<file path="config.mk">
export PLATFORM = sky130hd
export DESIGN_NAME = dmem_axi_master
export DESIGN_NICKNAME = d
export VERILOG_FILES = /design/src/rtl/dmem_axi_master.sv
export SDC_FILE = /design/constraint.sdc
export NUM_CORES = 1
export LEC_CHECK = 0
export ABC_AREA = 1
export CAP_MARGIN = 30
export CORE_MARGIN = 5
export CORE_UTILIZATION = 41
export DETAILED_ROUTE_END_ITERATION = 12
export GPL_ROUTABILITY_DRIVEN = 0
export PLACE_DENSITY_LB_ADDON = 0.1
export SLEW_MARGIN = 5
export SYNTH_ARGS = -nofsm -noshare
export SYNTH_HDL_FRONTEND = slang
export SYNTH_SLANG_ARGS = --single-unit
</file>
<file path="constraint.sdc">
create_clock -name ACLK -period 2.1 [get_ports ACLK]
set_input_delay 0.315 -clock ACLK [delete_from_list [all_inputs] [get_ports ACLK]]
set_output_delay 0.315 -clock ACLK [all_outputs]
set_load 0.05 [all_outputs]
</file>
<file path="src/rtl/dmem_axi_master.sv">
// dmem_axi_master
// ---------------
// Data-memory AXI4 master bridge for the CPU core's MEM-stage data port.
// Each load or store from the core becomes one single-beat AXI4 read or
// write transaction. The pipeline is held with stall_o until the response
// returns. In the DONE cycle stall_o drops for one cycle so the held request
// retires, and load data is already visible on rdata_o.
//
// Ports
//   ACLK, ARESETn      clock, asynchronous active-low reset
//   addr_i             core data address
//   ren_i / wen_i      core load / store request (store wins if both set)
//   wstrb_i, wdata_i   store byte strobe and data
//   rdata_o            registered load data, held until the next load
//   stall_o            combinational pipeline stall
//   err_o              one-cycle pulse in DONE when the response was bad
//   AR*/R*             AXI4 read address / read data channels
//   AW*/W*/B*          AXI4 write address / write data / write response

module dmem_axi_master #(
   parameter int AXI_ID_BITS   = 4,
   parameter int AXI_ADDR_BITS = 32,
   parameter int AXI_DATA_BITS = 32,
   parameter int MASTER_ID     = 1
) (
   input  logic                       ACLK,
   input  logic                       ARESETn,
   input  logic [AXI_ADDR_BITS-1:0]   addr_i,
   input  logic                       ren_i,
   input  logic                       wen_i,
   input  logic [AXI_DATA_BITS/8-1:0] wstrb_i,
   input  logic [AXI_DATA_BITS-1:0]   wdata_i,
   output logic [AXI_DATA_BITS-1:0]   rdata_o,
   output logic                       stall_o,
   output logic                       err_o,
   output logic [AXI_ID_BITS-1:0]     ARID,
   output logic [AXI_ADDR_BITS-1:0]   ARADDR,
   output logic [7:0]                 ARLEN,
   output logic [2:0]                 ARSIZE,
   output logic [1:0]                 ARBURST,
   output logic                       ARVALID,
   input  logic                       ARREADY,
   input  logic [AXI_ID_BITS-1:0]     RID,
   input  logic [AXI_DATA_BITS-1:0]   RDATA,
   input  logic [1:0]                 RRESP,
   input  logic                       RLAST,
   input  logic                       RVALID,
   output logic                       RREADY,
   output logic [AXI_ID_BITS-1:0]     AWID,
   output logic [AXI_ADDR_BITS-1:0]   AWADDR,
   output logic [7:0]                 AWLEN,
   output logic [2:0]                 AWSIZE,
   output logic [1:0]                 AWBURST,
   output logic                       AWVALID,
   input  logic                       AWREADY,
   output logic [AXI_DATA_BITS-1:0]   WDATA,
   output logic [AXI_DATA_BITS/8-1:0] WSTRB,
   output logic                       WLAST,
   output logic                       WVALID,
   input  logic                       WREADY,
   input  logic [AXI_ID_BITS-1:0]     BID,
   input  logic [1:0]                 BRESP,
   input  logic                       BVALID,
   output logic                       BREADY
);

   localparam int                     STRB_BITS = AXI_DATA_BITS / 8;
   localparam logic [AXI_ID_BITS-1:0] MID       = AXI_ID_BITS'(MASTER_ID);
   localparam logic [2:0]             AXSIZE    = 3'($clog2(STRB_BITS));

   typedef enum logic [2:0] {IDLE, AR, R, AW_W, B, DONE} StateT;

   StateT                     state;
   StateT                     nextState;
   logic [AXI_ADDR_BITS-1:0]  addrReg;
   logic [AXI_DATA_BITS-1:0]  wdataReg;
   logic [STRB_BITS-1:0]      wstrbReg;
   logic                      awDone;
   logic                      wDone;
   logic                      errFlag;
   logic                      unusedRlast;

   // Every transaction is a single beat, so the last-beat marker on the
   // read channel carries no information for us.
   assign unusedRlast = RLAST;

   // Fixed AXI attributes: single-beat INCR bursts of full bus width, tagged
   // with our master ID. Payload always comes from the captured request so it
   // stays stable while VALID waits for READY, whatever the core does.
   assign ARID    = MID;
   assign ARADDR  = addrReg;
   assign ARLEN   = 8'd0;
   assign ARSIZE  = AXSIZE;
   assign ARBURST = 2'b01;
   assign AWID    = MID;
   assign AWADDR  = addrReg;
   assign AWLEN   = 8'd0;
   assign AWSIZE  = AXSIZE;
   assign AWBURST = 2'b01;
   assign WDATA   = wdataReg;
   assign WSTRB   = wstrbReg;
   assign WLAST   = 1'b1;

   // The stall is combinational so it rises in the same cycle a request
   // first shows up in IDLE. It is forced low while reset is held because the
   // whole interconnect is being reset along with us.
   assign stall_o = ARESETn &&
                    (((state == IDLE) && (ren_i || wen_i)) ||
                     (state inside {AR, R, AW_W, B}));

   assign err_o = (state == DONE) && errFlag;

   // State register. Reset is asynchronous so that every VALID/READY, which
   // is decoded from the state, drops the moment ARESETn falls.
   always_ff @(posedge ACLK or negedge ARESETn) begin
      if (!ARESETn) begin
         state <= IDLE;
      end else begin
         state <= nextState;
      end
   end

   // Next-state and handshake decode. In AW_W the two write channels are
   // independent: each VALID drops after its own handshake, and we move on
   // once both are done, whether the handshakes landed in one cycle or two.
   always_comb begin
      nextState = state;
      ARVALID   = 1'b0;
      RREADY    = 1'b0;
      AWVALID   = 1'b0;
      WVALID    = 1'b0;
      BREADY    = 1'b0;
      case (state)
         IDLE: begin
            if (wen_i) begin
               nextState = AW_W;
            end else if (ren_i) begin
               nextState = AR;
            end
         end
         AR: begin
            ARVALID = 1'b1;
            if (ARREADY) nextState = R;
         end
         R: begin
            RREADY = 1'b1;
            if (RVALID) nextState = DONE;
         end
         AW_W: begin
            AWVALID = !awDone;
            WVALID  = !wDone;
            if ((awDone || AWREADY) && (wDone || WREADY)) nextState = B;
         end
         B: begin
            BREADY = 1'b1;
            if (BVALID) nextState = DONE;
         end
         DONE: begin
            nextState = IDLE;
         end
         default: begin
            nextState = IDLE;
         end
      endcase
   end

   // Request capture, write-channel completion flags, load data and the
   // response error flag. The error flag is overwritten by every response,
   // so a bad response never leaks into the next access. Stores leave
   // rdata_o alone.
   always_ff @(posedge ACLK or negedge ARESETn) begin
      if (!ARESETn) begin
         addrReg  <= '0;
         wdataReg <= '0;
         wstrbReg <= '0;
         awDone   <= 1'b0;
         wDone    <= 1'b0;
         errFlag  <= 1'b0;
         rdata_o  <= '0;
      end else begin
         case (state)
            IDLE: begin
               awDone <= 1'b0;
               wDone  <= 1'b0;
               if (wen_i || ren_i) addrReg <= addr_i;
               if (wen_i) begin
                  wdataReg <= wdata_i;
                  wstrbReg <= wstrb_i;
               end
            end
            R: begin
               if (RVALID) begin
                  rdata_o <= RDATA;
                  errFlag <= (RRESP != 2'b00) || (RID != MID);
               end
            end
            AW_W: begin
               awDone <= awDone || AWREADY;
               wDone  <= wDone || WREADY;
            end
            B: begin
               if (BVALID) errFlag <= (BRESP != 2'b00) || (BID != MID);
            end
            default: begin
            end
         endcase
      end
   end

endmodule

</file>
Yosys cells after proc, flatten, opt, wreduce, memory -nomap -nowiden
Index checks and enable logic that the tools add are counted.
{ "word_totals": {"regBits": 106, "latchBits": 0, "ram_bits": 0, "mem_bits_ro": 0, "in_bits": 122, "output_inout_bits": 174, "wordCells": 60, "memories": 0} }
{ "classes": {"add_sub_neg": 0, "mul": 0, "div_mod_pow": 0, "order_cmp": 0, "eq_ne": 12, "shifts": 0, "mux": 17, "bitwise_logic": 0, "n_reduce_logical": 23} }
{ "ops": {"columns": ["cell", "count"], "rows": [
  ["$mux 3", 6],
  ["$pmux 3 s5", 1],
  ["$ne 4x1->1 const B", 2],
  ["$reduce_bool 2->1", 4],
  ["$mux 1", 7],
  ["$eq 3x2->1 const B", 2],
  ["$eq 3x3->1 const B", 2],
  ["$logic_or 1x1->1", 6],
  ["$ne 2x2->1 const B", 3],
  ["$pmux 1 s2", 3],
  ["$reduce_and 2->1", 3],
  ["$reduce_and 5->1", 1],
  ["$logic_and 1x1->1", 4],
  ["$reduce_bool 4->1", 1],
  ["$eq 3x1->1 const B", 1],
  ["$logic_not 3->1", 1],
  ["$ne 3x3->1 const B", 1],
  ["$reduce_and 3->1", 1],
  ["$logic_not 1->1", 2],
  ["$ne 2x1->1 const B", 1]
]} }

Logic depth before layout (Yosys ltp)
Gate-level depths: netlist (run 1).
{ "depth": {"ltp_word": 4, "depth_mapped": 10, "mapped_depth_nobuf": 9} }

Worst setup path after synthesis (run 1)
OpenSTA, ideal clock, no wires.
{ "synth_timing": {"kind": "reg2out", "startpoint": "reg state[0]", "endpoint": "out err_o", "arrival_ns": 1.687, "required_ns": 1.785, "slack_ns": 0.098, "path_stages_with_launch": 4, "path_buffers": 1, "cell_sequence": "dfrtp_1 buf_2 inv_1 nor3_1"} }
{ "synth_via": {"elab_chain_cells": 2} }
{ "synth_rtl": {"columns": ["item", "line", "text"], "rows": [
  ["start, declared", "73", "StateT state;"],
  ["start signal, assigned", "119", "state <= nextState;"],
  ["$eq 3x3->1", "111", "assign err_o = (state == DONE) && errFlag;"],
  ["$logic_and 1x1->1", "111", null],
  ["end, declared", "35", "output logic err_o,"]
]} }
Every way passes these cells.

Final worst setup path (run 1)
{ "layout_timing": {"startpoint": "reg state[2]", "endpoint": "out AWVALID"} }
{ "layout_via": {"elab_chain_cells": 2} }
{ "layout_rtl": {"columns": ["item", "line", "text"], "rows": [
  ["$eq 3x2->1", "133", "case (state)"],
  ["$mux 1", "133", null],
  ["end, declared", "54", "output logic AWVALID,"]
]} }
Every way passes these cells.

==> results.tsv, run 1 <==
metric	value	unit
rsz0062_at_grt	false	
ys_ff_latch	106	
synth_top_area_frac	0.544	
ioPinCount	296	
intPower	6.73	mW
clock_path_buffers	2	
finalSetupViolCount	0	
routed_wl	14200	um
start_util	0.424	
ant_nets	0	
grt_pass1_wl	22200	um
start_kind	flop	
diodes	0	
fmax	524	MHz
synth_area	0.00488	sq mm
drv_cap	0	
min_path_type	primary input to async pin	
htreeDepth	3	
relSlewSlack	0.603	
synthCells	575	
r2r-end	rdata_o[26]	
via_per_inst	4.49	
grt_pass1_vias	4246	
grt_antenna_before_repair	0	
rr_worst_depth	7	
synthTopCellsByArea	dfrtp_1, nand2_1, buf_4, nand3_1, inv_1	
dp_hpwl	10700	um
drtIter0Drc	243	
p_leak	3.72	nW
drt_pass1_iterations	4	
vias	4212	
tritoncts	built	
die_y	119	um
cts-root-buf	clkbuf_16	
crit_arrival	1590	ps
clock-skew-final	4.55	ps
fp.dieArea	0.0142	sq mm
net-switching-power	7.70	mW
hold_viol	0	
ys_seq_area_frac	0.544	
worstPathMaxFanout	7	
drc_errors	0	
ys_types	23	
numPortBuffers	259	
numClockSinks	106	
cp-end-kind	output pin	
pwr-share-clk	0.103	
rows	39	
overflow	0	
multiInputGateArea	0.00153	sq mm
required	1780	ps
pwr-share-comb	0.644	
status	finished clean	
r2r-start	state[2]	
cts_setup_buffers	0	
final.period_utilization	0.909	
syn_area_per_cell	8.48	sq um
finalCriticalPeriod	1910	ps
syn_to_final_growth	54.4	%
ir_drop	0.000851	V
clk_pin_slew_worst_paths	70	ps
routedWlPerCell	15.1	um
nFillCells	1002	
pwr_density_cell	1920	mW/mm^2
fin_tns_setup	0	ps
final_nets	917	
clk_latency	330	ps
worstSetupPathType	flop to output pin	
tightest_slew	595	ps
synth_top_cell_by_area	dfrtp_1	
grt_max_degree	107	
slew_viol_final	0	
p_total	14.4	mW
ys_warn_count	0	
layout-drive-gt1-share	0.0515	
cts_buffers	9	
pwr-share-seq	0.252	
reg2reg_slack	440	ps
core	0.0115	sq mm
fp.dieW	119	um
track_usage	0.194	
seq_area	0.00266	sq mm
switching_share	0.533	
## per-layer routing
| layer | part of all wire | global-route usage |
|---|---|---|
| met1 | 0.38 | 0.222 |
| met2 | 0.50 | 0.338 |
| met5 | 0 | 0 |
| met3 | 0.086 | 0.0540 |
| met4 | 0.032 | 0.0876 |
## cell usage in the layout, fill, tap and decap left out, types with 3 or more instances in the layout
master,instances
clkbuf_16,9
o21ai_1,32
nand2_2,3
inv_1,45
nand3_1,42
nand2_1,224
buf_12,8
conb_1,35
buf_4,9
nor2_1,10
o21ai_0,4
clkdlybuf4s50_1,251
dfrtp_1,104
## worst max path at each step
stage	endpoint	from	cells after the start
5_1_grt	stall_o	state[1]	4
3_5_place_dp	stall_o	wen_i	4
3_3_place_gp	stall_o	wen_i	4
4_1_cts	WVALID	state[2]	6
2_1_floorplan	err_o	state[0]	3
6_report	AWVALID	state[2]	6
## cell families (layout without fill, tap and decap cells)
family,after synthesis,after routing,share of synthesized area
compound gates,40,40,0.0423
buf+inv,139,327,0.171
flops,106,106,0.544
other cells,2,35,0.00154
simple gates,288,288,0.242
## synthesized netlist by cell type (all sizes together)
master	instances
nand2	227
dfrtp	106
buf	90
inv	47
nand3	42
o21ai	37
nor2	13
nor3	3
a21oi	2
clkbuf	2
conb	2
nand4	2
a21boi	1
nand3b	1
## flip-flops by register name, summed over array words and instances (netlist names)
signal	cells
wDone	1
ARADDR	32
WSTRB	4
WDATA	32
rdata_o	32
state	3
errFlag	1
awDone	1
## per-stage QoR
step	instances	instance area (sq um)	hold WS [ps]	utilization	setup slack [ps]
6_report	939	7530	16.3	0.654	192
5_1_grt	939	7530	117	0.654	54.6
4_1_cts	939	7520	97.5	0.653	57.3
3_5_place_dp	927	7270	458	0.631	347
3_3_place_gp	927	7270	452	0.631	372
2_1_floorplan	608	5000	19.4	-	97.6
## power groups by stage
stage	logic, mW	registers [mW]	clock network [mW]
after global placement	9.24	3.61	0
after global routing	9.78	3.78	1.62
final	9.29	3.64	1.49
after detailed placement	9.35	3.66	0
after CTS	9.36	3.64	1.53
after floorplan	3.45	6.65	0
## critical path, cell delays in order, from the launching register on
cell	delay, ps
dfrtp_2	470
inv_2	100
nand2_2	110
nor2_4	140
inv_1	80
nor2_1	180
buf_12	170
## timing repair
action | 4_1_cts | 5_1_grt
endpoints found under the setup margin | 0 | 2
hold buffers | 0 | 0
gates resized for setup | 0 | 5
## final cells by class
class                      instances  share of cell area
sequential                       106               0.352
tap                              143              0.0238
timing repair buffer             268               0.364
inverter                          47              0.0234
multi-input combinational        363               0.204
clock inverter                     1            0.000664
clock buffer                      11              0.0322
No activity file was read; power rests on OpenSTA's default activity.
==> inputs of run 2 (changes only) <==
--- a/config.mk
+++ b/config.mk
@@ -6,7 +6,7 @@
 export NUM_CORES = 1
 export LEC_CHECK = 0
 export ABC_AREA = 1
-export CAP_MARGIN = 30
+export CAP_MARGIN = 0
 export CORE_MARGIN = 5
 export CORE_UTILIZATION = 41
 export DETAILED_ROUTE_END_ITERATION = 12
==> results of run 2 <==
The final DEF is identical to that of run 1; final timing and power are the same.
